--- src/rtl/inst_fetch_ctrl.sv ---
// ============================================================================
// inst_fetch_ctrl
// ----------------------------------------------------------------------------
// Instruction-fetch (IF) stage sequencer for the pipelined CPU.
//
// Owns the fetch PC, drives the combinational instruction-memory read address
// and loads the IF/ID pipeline register. It applies branch/jump redirects,
// hazard stalls and halt/resume control. While halted, the instruction-memory
// read port is lent to a debug requester.
//
// Life cycle:  BOOT -> RUN <-> (DRAIN -> HALT) -> RUN ...
//   BOOT  : BOOT_CYCLES settle cycles after reset release, IF/ID holds bubbles.
//   RUN   : normal fetch; redirect beats stall; an unstalled HaltReq starts
//           the drain.
//   DRAIN : DRAIN_CYCLES bubble cycles; a late redirect still moves the PC so
//           the halt point is the architecturally correct one.
//   HALT  : PC frozen; debug reads allowed; Resume restarts fetch at that PC.
//
// Ports:
//   clk, rst_n      clock, asynchronous active-low reset
//   Stall           hazard stall: hold PC and IF/ID
//   RedirectValid   taken branch/jump this cycle
//   RedirectAddr    redirect target (bits [1:0] forced to zero)
//   HaltReq         halt request (level, sampled in RUN)
//   Resume          leave HALT (sampled in HALT only)
//   DbgReq/DbgAddr  debug read request and byte address (HALT only)
//   InstAddr        instruction-memory read address (combinational)
//   InstData        instruction word returned combinationally by memory
//   IfIdInst        registered instruction to ID
//   IfIdPcPlus4     registered PC+4 of that instruction
//   IfIdValid       IF/ID holds a real instruction
//   Pc              current fetch PC
//   Halted          high while in HALT
//   DbgGrant        registered: DbgData valid this cycle
//   DbgData         registered debug read data
// ============================================================================
module inst_fetch_ctrl #(
    parameter logic [31:0] RESET_PC     = 32'h0000_0000,
    parameter logic [31:0] NOP_INST     = 32'h0000_0000,
    parameter int unsigned BOOT_CYCLES  = 2,
    parameter int unsigned DRAIN_CYCLES = 4
) (
    input  logic        clk,
    input  logic        rst_n,

    // Hazard / branch interface
    input  logic        Stall,
    input  logic        RedirectValid,
    input  logic [31:0] RedirectAddr,

    // Halt / debug control
    input  logic        HaltReq,
    input  logic        Resume,
    input  logic        DbgReq,
    input  logic [31:0] DbgAddr,

    // Instruction memory
    output logic [31:0] InstAddr,
    input  logic [31:0] InstData,

    // IF/ID pipeline register
    output logic [31:0] IfIdInst,
    output logic [31:0] IfIdPcPlus4,
    output logic        IfIdValid,

    // Status / debug results
    output logic [31:0] Pc,
    output logic        Halted,
    output logic        DbgGrant,
    output logic [31:0] DbgData
);

    // ------------------------------------------------------------------------
    // Types and constants
    // ------------------------------------------------------------------------
    typedef enum logic [1:0] {
        ST_BOOT  = 2'd0,
        ST_RUN   = 2'd1,
        ST_DRAIN = 2'd2,
        ST_HALT  = 2'd3
    } state_e;

    // Both BOOT and DRAIN share one 4-bit cycle counter; the terminal value
    // is the cycle count minus one because the counter starts at zero.
    localparam logic [3:0] BOOT_LAST  = 4'(BOOT_CYCLES - 1);
    localparam logic [3:0] DRAIN_LAST = 4'(DRAIN_CYCLES - 1);

    // ------------------------------------------------------------------------
    // State
    // ------------------------------------------------------------------------
    state_e      state_q,      state_d;
    logic [3:0]  cnt_q,        cnt_d;
    logic [31:0] pc_q,         pc_d;
    logic [31:0] ifid_inst_q,  ifid_inst_d;
    logic [31:0] ifid_pcp4_q,  ifid_pcp4_d;
    logic        ifid_valid_q, ifid_valid_d;
    logic        dbg_grant_q,  dbg_grant_d;
    logic [31:0] dbg_data_q,   dbg_data_d;

    // ------------------------------------------------------------------------
    // Decode of the current cycle's action
    // ------------------------------------------------------------------------
    logic        in_boot, in_run, in_drain, in_halt;
    logic        take_redirect;   // PC loads the redirect target
    logic        fetch_adv;       // PC advances, IF/ID captures InstData
    logic        ifid_bubble;     // IF/ID is loaded with a bubble
    logic        halt_accept;     // RUN -> DRAIN this cycle
    logic        dbg_sel;         // debug owns the memory read port
    logic [31:0] pc_plus4;
    logic [31:0] redirect_pc;

    assign in_boot  = (state_q == ST_BOOT);
    assign in_run   = (state_q == ST_RUN);
    assign in_drain = (state_q == ST_DRAIN);
    assign in_halt  = (state_q == ST_HALT);

    // 32-bit addition wraps naturally: 32'hFFFF_FFFC + 4 = 32'h0000_0000.
    assign pc_plus4    = pc_q + 32'd4;
    assign redirect_pc = {RedirectAddr[31:2], 2'b00};

    // Redirect is honoured in RUN (overriding Stall) and in DRAIN, so that a
    // branch resolving in the instructions ahead of the halt still lands.
    assign take_redirect = RedirectValid && (in_run || in_drain);

    assign fetch_adv   = in_run && !RedirectValid && !Stall;

    // A stalled RUN cycle without redirect is the only case that holds IF/ID;
    // every other non-fetch cycle pushes a bubble.
    assign ifid_bubble = in_boot || in_drain || in_halt ||
                         (in_run && RedirectValid);

    // A halt request is deferred while the pipeline is stalled.
    assign halt_accept = in_run && HaltReq && !Stall;

    assign dbg_sel     = in_halt && DbgReq;

    // ------------------------------------------------------------------------
    // FSM next state and shared cycle counter
    // ------------------------------------------------------------------------
    always_comb begin
        // NOTE: every signal written here is given a default first, so no path
        // through the case leaves it unassigned and no latch is inferred.
        state_d = state_q;
        cnt_d   = cnt_q;

        case (state_q)
            ST_BOOT: begin
                if (cnt_q == BOOT_LAST) begin
                    state_d = ST_RUN;
                    cnt_d   = 4'd0;
                end else begin
                    cnt_d   = cnt_q + 4'd1;
                end
            end

            ST_RUN: begin
                if (halt_accept) begin
                    state_d = ST_DRAIN;
                    cnt_d   = 4'd0;
                end
            end

            ST_DRAIN: begin
                if (cnt_q == DRAIN_LAST) begin
                    state_d = ST_HALT;
                    cnt_d   = 4'd0;
                end else begin
                    cnt_d   = cnt_q + 4'd1;
                end
            end

            ST_HALT: begin
                if (Resume) begin
                    state_d = ST_RUN;
                end
            end

            default: begin
                state_d = ST_BOOT;
                cnt_d   = 4'd0;
            end
        endcase
    end

    // ------------------------------------------------------------------------
    // PC next state
    // ------------------------------------------------------------------------
    always_comb begin
        pc_d = pc_q;
        if (take_redirect) begin
            pc_d = redirect_pc;
        end else if (fetch_adv) begin
            pc_d = pc_plus4;
        end
    end

    // ------------------------------------------------------------------------
    // IF/ID next state
    // ------------------------------------------------------------------------
    // IfIdPcPlus4 is only meaningful alongside IfIdValid, so a bubble leaves
    // it untouched rather than spending a mux leg on it.
    always_comb begin
        ifid_inst_d  = ifid_inst_q;
        ifid_pcp4_d  = ifid_pcp4_q;
        ifid_valid_d = ifid_valid_q;

        if (ifid_bubble) begin
            ifid_inst_d  = NOP_INST;
            ifid_valid_d = 1'b0;
        end else if (fetch_adv) begin
            ifid_inst_d  = InstData;
            ifid_pcp4_d  = pc_plus4;
            ifid_valid_d = 1'b1;
        end
    end

    // ------------------------------------------------------------------------
    // Debug read port
    // ------------------------------------------------------------------------
    // DbgGrant is a single-cycle pulse following each HALT-state request; the
    // data register keeps the last read so a slow debugger can still see it.
    always_comb begin
        dbg_grant_d = 1'b0;
        dbg_data_d  = dbg_data_q;
        if (dbg_sel) begin
            dbg_grant_d = 1'b1;
            dbg_data_d  = InstData;
        end
    end

    // ------------------------------------------------------------------------
    // Registers
    // ------------------------------------------------------------------------
    // Reset is asynchronous so an in-flight debug read is dropped the moment
    // rst_n falls, without waiting for a clock edge.
    always_ff @(posedge clk or negedge rst_n) begin
        if (!rst_n) begin
            state_q      <= ST_BOOT;
            cnt_q        <= 4'd0;
            pc_q         <= RESET_PC;
            ifid_inst_q  <= NOP_INST;
            ifid_pcp4_q  <= 32'd0;
            ifid_valid_q <= 1'b0;
            dbg_grant_q  <= 1'b0;
            // NOTE: the debug data register is datapath, but it is visible on a
            // port and must read as zero after reset, so it is reset as well.
            dbg_data_q   <= 32'd0;
        end else begin
            // NOTE: non-blocking assignments so every register samples the
            // pre-edge values, independent of statement order.
            state_q      <= state_d;
            cnt_q        <= cnt_d;
            pc_q         <= pc_d;
            ifid_inst_q  <= ifid_inst_d;
            ifid_pcp4_q  <= ifid_pcp4_d;
            ifid_valid_q <= ifid_valid_d;
            dbg_grant_q  <= dbg_grant_d;
            dbg_data_q   <= dbg_data_d;
        end
    end

    // ------------------------------------------------------------------------
    // Outputs
    // ------------------------------------------------------------------------
    assign InstAddr    = dbg_sel ? DbgAddr : pc_q;
    assign Pc          = pc_q;
    assign IfIdInst    = ifid_inst_q;
    assign IfIdPcPlus4 = ifid_pcp4_q;
    assign IfIdValid   = ifid_valid_q;
    assign Halted      = in_halt;
    assign DbgGrant    = dbg_grant_q;
    assign DbgData     = dbg_data_q;

endmodule

--- config.mk ---
export PLATFORM = sky130hd
export DESIGN_NAME = inst_fetch_ctrl
export DESIGN_NICKNAME = d
export VERILOG_FILES = /design/src/rtl/inst_fetch_ctrl.sv
export SDC_FILE = /design/constraint.sdc
export NUM_CORES = 1
export LEC_CHECK = 0
export CORE_MARGIN = 2
export CORE_UTILIZATION = 40
export DETAILED_ROUTE_END_ITERATION = 8
export GPL_TIMING_DRIVEN = 0
export HOLD_SLACK_MARGIN = 0.02
export PLACE_DENSITY_LB_ADDON = 0.12
export SKIP_CTS_REPAIR_TIMING = 1
export SLEW_MARGIN = 25
export SYNTH_ARGS = -nofsm -noshare
export SYNTH_HDL_FRONTEND = slang
export SYNTH_SLANG_ARGS = --single-unit
--- constraint.sdc ---
create_clock -name clk -period 4.6 [get_ports clk]
set_input_delay 0.92 -clock clk [delete_from_list [all_inputs] [get_ports clk]]
set_output_delay 0.92 -clock clk [all_outputs]
set_load 0.01 [all_outputs]
### Yosys cells after proc, flatten, opt, wreduce, memory -nomap -nowiden

Index checks and enable logic that the tools add are counted.

* flip-flop bits (word level): 136
* logic and storage cells: 57

* add/sub/neg operators: 2
* equal/unequal tests: 9
* multiplexer cells: 17
* bitwise operators: 1
* reduce and logical (&&, ||, !) cells: 20

Operator list (count)
* $mux 32: 5
* $add 32x3->32 const B: 1
* $mux 4: 3
* $pmux 4 s3: 1
* $mux 2: 4
* $pmux 2 s4: 1
* $logic_and 1x1->1: 7
* $ne 2x1->1 const B: 3
* $add 4x1->4 const B: 1
* $eq 2x2->1 const B: 2
* $eq 4x1->1 const B: 1
* $eq 4x2->1 const B: 1
* $logic_or 1x1->1: 4
* $reduce_and 2->1: 2
* $reduce_and 4->1: 1
* $reduce_bool 2->1: 2
* $mux 1: 3
* $reduce_bool 3->1: 1
* $eq 2x1->1 const B: 1
* $logic_not 1->1: 2
* $logic_not 2->1: 1
* $ne 2x2->1 const B: 1
* $not 1->1: 1

### Depth between registers and ports, before layout

* depth in word-level cells: 6
* mapped depth: 8
* gate-level depth less buffers: 7

### Least setup slack after synthesis

Ideal clock, no wire load.

* kind: in2out
* start: input port DbgReq
* end: output port InstAddr[12]
* arrival: 1.843 ns
* data required time: 3.680 ns
* path slack: 1.837 ns
* stages on the path: 4
* cell sequence: nand2_1 > buf_1 > inv_1 > o21ai_0

* longest elaborated chain between the ends: 2

RTL lines
* start: declaration: line 54 `input logic DbgReq,`
* $logic_and 1x1->1: line 135 `assign dbg_sel = in_halt && DbgReq;`
* $mux 32: line 265 `assign InstAddr = dbg_sel ? DbgAddr : pc_q;`
* end: declaration: line 58 `output logic [31:0] InstAddr,`

Every way passes these cells.

### Worst setup path in the final report

Same ends and word-level chain as after synthesis.

==> flow_metrics.env <==
export IMPL_drive_gt1_share_pct=15.0
export IMPL_slew_headroom_pct=47.1
export IMPL_num_rows=45
export IMPL_tightest_slew_ns=0.793
export IMPL_postSynth_asyncResetShare_pct=100
export IMPL_drc=0
export IMPL_clock_skew_ns=0.00767
export IMPL_area_delta_synth_final_pct=56.4
export IMPL_setup_worst_path_end_class="output port"
export IMPL_grt_max_degree=95
export IMPL_pre_cts_ws_ns=0.428
export IMPL_dp_hpwl_um=15000
export IMPL_initial_core_util_pct=41.1
export IMPL_routed_via_density=5.27
export IMPL_io_pins=266
export IMPL_min_period_ns=4.14
export IMPL_cts_tree="done"
export IMPL_critPathSlowestCell="clkdlybuf4s50_1"
export IMPL_wl_um=20300
export IMPL_hold_class="primary input to asynchronous set/reset pin"
export IMPL_num_vias=5577
export IMPL_ant_nets=0
export IMPL_firstDrtPassIters=5
export IMPL_dieArea_mm2=0.0167
export IMPL_globalplace_congestion=0.861
export IMPL_max_cap_viol_count=0
export IMPL_synth_edf_count=0
export IMPL_synth_cells=553
export IMPL_rsz0062_at_grt="no"
export IMPL_synth_cell_types=52
export IMPL_status="finished clean"
export IMPL_drv_slew=0
export IMPL_syn_cell_area_mm2=0.00627
export IMPL_core_area_mm2=0.0153
export IMPL_crit_path_max_incr_delay_ns=0.56
export IMPL_fp_dieW_um=129
export IMPL_cp_arrival_ns=3.22
export IMPL_regArea_mm2=0.00330
export IMPL_drt_iter0_markers=332
export IMPL_hold_worst_slack_ns=0.362
export IMPL_cp_cell_sequence="clkdlybuf4s50_1 -> nand2_1 -> buf_1 -> inv_1 -> o21ai_0 -> clkdlybuf4s50_1"
export IMPL_antenna_found_initial=0
export IMPL_cts_root_buf="clkbuf_16"
export IMPL_finalSetupViolCount=0
export IMPL_cpMostUsedCell="clkdlybuf4s50_1"
export IMPL_ff2ff_setup_slack_ns=2.19
export IMPL_htree_levels=4
export IMPL_r2r_start="state_q[1]$_DFFE_PN0P_"
export IMPL_die_h_um=129
export IMPL_synth_seq_cells=132
export IMPL_reg2regPathDepth=8
export IMPL_finalNetCount=947
export IMPL_max_freq_mhz=242
export IMPL_multiInputGateArea_mm2=0.00271
export IMPL_numPortBuffers=259
export IMPL_grt_total_usage_pct=24.7
export IMPL_power_density_mw_per_mm2=676
export IMPL_wl_per_cell_um=19.1
export IMPL_avgSynthCellArea_um2=11.3
export IMPL_start_kind="primary input"
export IMPL_fin_tns_setup_ns=0
export IMPL_rr_endpoint="Pc[15]$_DFFE_PN0P_"
export IMPL_finalWorstSetupSlack_ns=0.464
export IMPL_cts_max_path_buffers=2
export IMPL_p_leak_uw=0.00418
export IMPL_ir_drop_uv=340
export IMPL_critPathKind="primary input to output port"
export IMPL_finalCritPeriodShare_pct=89.9
export IMPL_final_hold_viol_count=0
export IMPL_num_antenna_cells=0
export IMPL_seq_area_frac_synth_pct=52.7
export IMPL_path_clk_slew_ns=0.06
export IMPL_fill_cells=1221
export IMPL_synthFlopType="dfrtp_1"
export IMPL_clock_sinks=132
export IMPL_grt_pass1_vias=5771
export IMPL_cts_buffers=17
export IMPL_clk_latency_ns=0.42
export IMPL_grt_pass1_wl_um=31300
export IMPL_final_util_pct=64.2
export IMPL_grt_ovfl_total=0
export IMPL_cp_data_required_time_ns=3.68
export IMPL_crit_fanout=10
export IMPL_yosysWarnings=0
==> synth_stat cells, types with 2 or more instances <==
cell / n / area (um^2)
and4_1: 4 / 35.0
buf_1: 6 / 22.5
clkbuf_1: 13 / 48.8
dfrtp_1: 132 / 3300
a222oi_1: 3 / 30.0
inv_1: 14 / 52.6
o21ai_0: 34 / 170
xor2_1: 17 / 149
xnor2_1: 10 / 87.6
nand2_1: 64 / 240
o311ai_1: 3 / 26.3
nand4_4: 2 / 42.5
nor4_1: 2 / 12.5
a22oi_1: 13 / 97.6
buf_6: 3 / 33.8
buf_2: 9 / 45.0
nand2b_1: 3 / 18.8
o21ai_1: 24 / 120
a21o_1: 7 / 52.6
nand4_1: 8 / 50.1
nor2_1: 10 / 37.5
nor4_2: 2 / 25.0
a221o_1: 7 / 70.1
nor3_1: 6 / 30.0
a22o_1: 33 / 289
a21oi_1: 7 / 35.0
and3_1: 6 / 37.5
nand3_1: 13 / 65.1
mux2_2: 59 / 664
ha_1: 9 / 113
nor2_2: 2 / 12.5
buf_4: 8 / 60.1
==> worst max-delay path by stage <==
stage / startpoint / end / slack, ns / cells after the start
after floorplan: DbgReq / InstAddr[12] / 1.84 / 4
after global placement: rst_n / DbgData[8]$_DFFE_PN0N_ / -2.57 / 1
after detailed placement: DbgReq / InstAddr[12] / 0.43 / 6
after CTS: DbgReq / InstAddr[12] / 0.42 / 6
after global routing: DbgReq / InstAddr[12] / 0.21 / 6
final: DbgReq / InstAddr[12] / 0.46 / 6
==> metrics by stage <==
stage | instance area, um^2 | total power [uW] | cells
floorplan | 6280 | 3480 | 556
global route | 9800 | 7020 | 1059
detailed placement | 9170 | 5200 | 1027
CTS | 9800 | 6690 | 1059
finish | 9800 | 6630 | 1059
global placement | 9140 | 5110 | 1026
==> where the power goes <==
| group | internal (uW) | switching [uW] | leakage [uW] |
|---|---|---|---|
| Sequential | 1620 | 415 | 0.00168 |
| Combinational | 1730 | 1420 | 0.00220 |
| Clock | 935 | 516 | 0.000299 |
==> routing by layer <==
| metal | part of all wire [%] | up-vias | global-route usage [%] |
|---|---|---|---|
| met5 | 0 | - | 0 |
| met4 | 2.3 | 0 | 9.53 |
| met3 | 8.2 | 37 | 7.97 |
| met2 | 49 | 246 | 41.6 |
| met1 | 40 | 2739 | 29.6 |
| li1 | - | 2555 | - |
==> state kept, by name, summed over array words and instances (netlist names) <==
signal / cells
Pc: 30
IfIdValid: 1
IfIdPcPlus4: 30
state_q: 2
cnt_q: 4
DbgGrant: 1
DbgData: 32
IfIdInst: 32
==> cell usage in the layout (no fill, tap or decap), types with 10 or more instances in the layout <==
master	Yosys	layout
clkdlybuf4s50_1	0	258
dfrtp_1	132	132
nand2_1	64	64
mux2_2	59	59
o21ai_0	34	34
a22o_1	33	33
o21ai_1	24	24
xor2_1	17	17
clkbuf_16	0	17
inv_1	14	14
clkbuf_1	13	14
nand3_1	13	13
a22oi_1	13	13
xnor2_1	10	10
nor2_1	10	10
==> critical path, delay by kind of cell <==
family | cells | cell delay [ns]
buffers and inverters | 4 | 1.76
AND/OR/NAND/NOR | 1 | 0.31
AO/OA/AOI/OAI | 1 | 0.22
==> cells by family after synthesis <==
group,share of synthesized area (%)
DFF,52.7
and+or+nand+nor,11.6
adders and majority gates,1.80
muxes,10.8
AOI/OAI and AO/OA,15.1
buffers and inverters,4.27
xor gates and xnor gates,3.77
other,0.0598
==> cell type report <==
| class | count | area share (%) |
|---|---|---|
| Buffer | 40 | 2.20 |
| Clock buffer | 20 | 4.66 |
| Clock inverter | 12 | 1.81 |
| Inverter | 14 | 0.536 |
| Multi-Input combinational cell | 370 | 27.6 |
| Sequential cell | 132 | 33.7 |
| Tap cell | 211 | 2.69 |
| Timing Repair Buffer | 260 | 26.8 |
No activity file was read; power rests on OpenSTA's default activity.
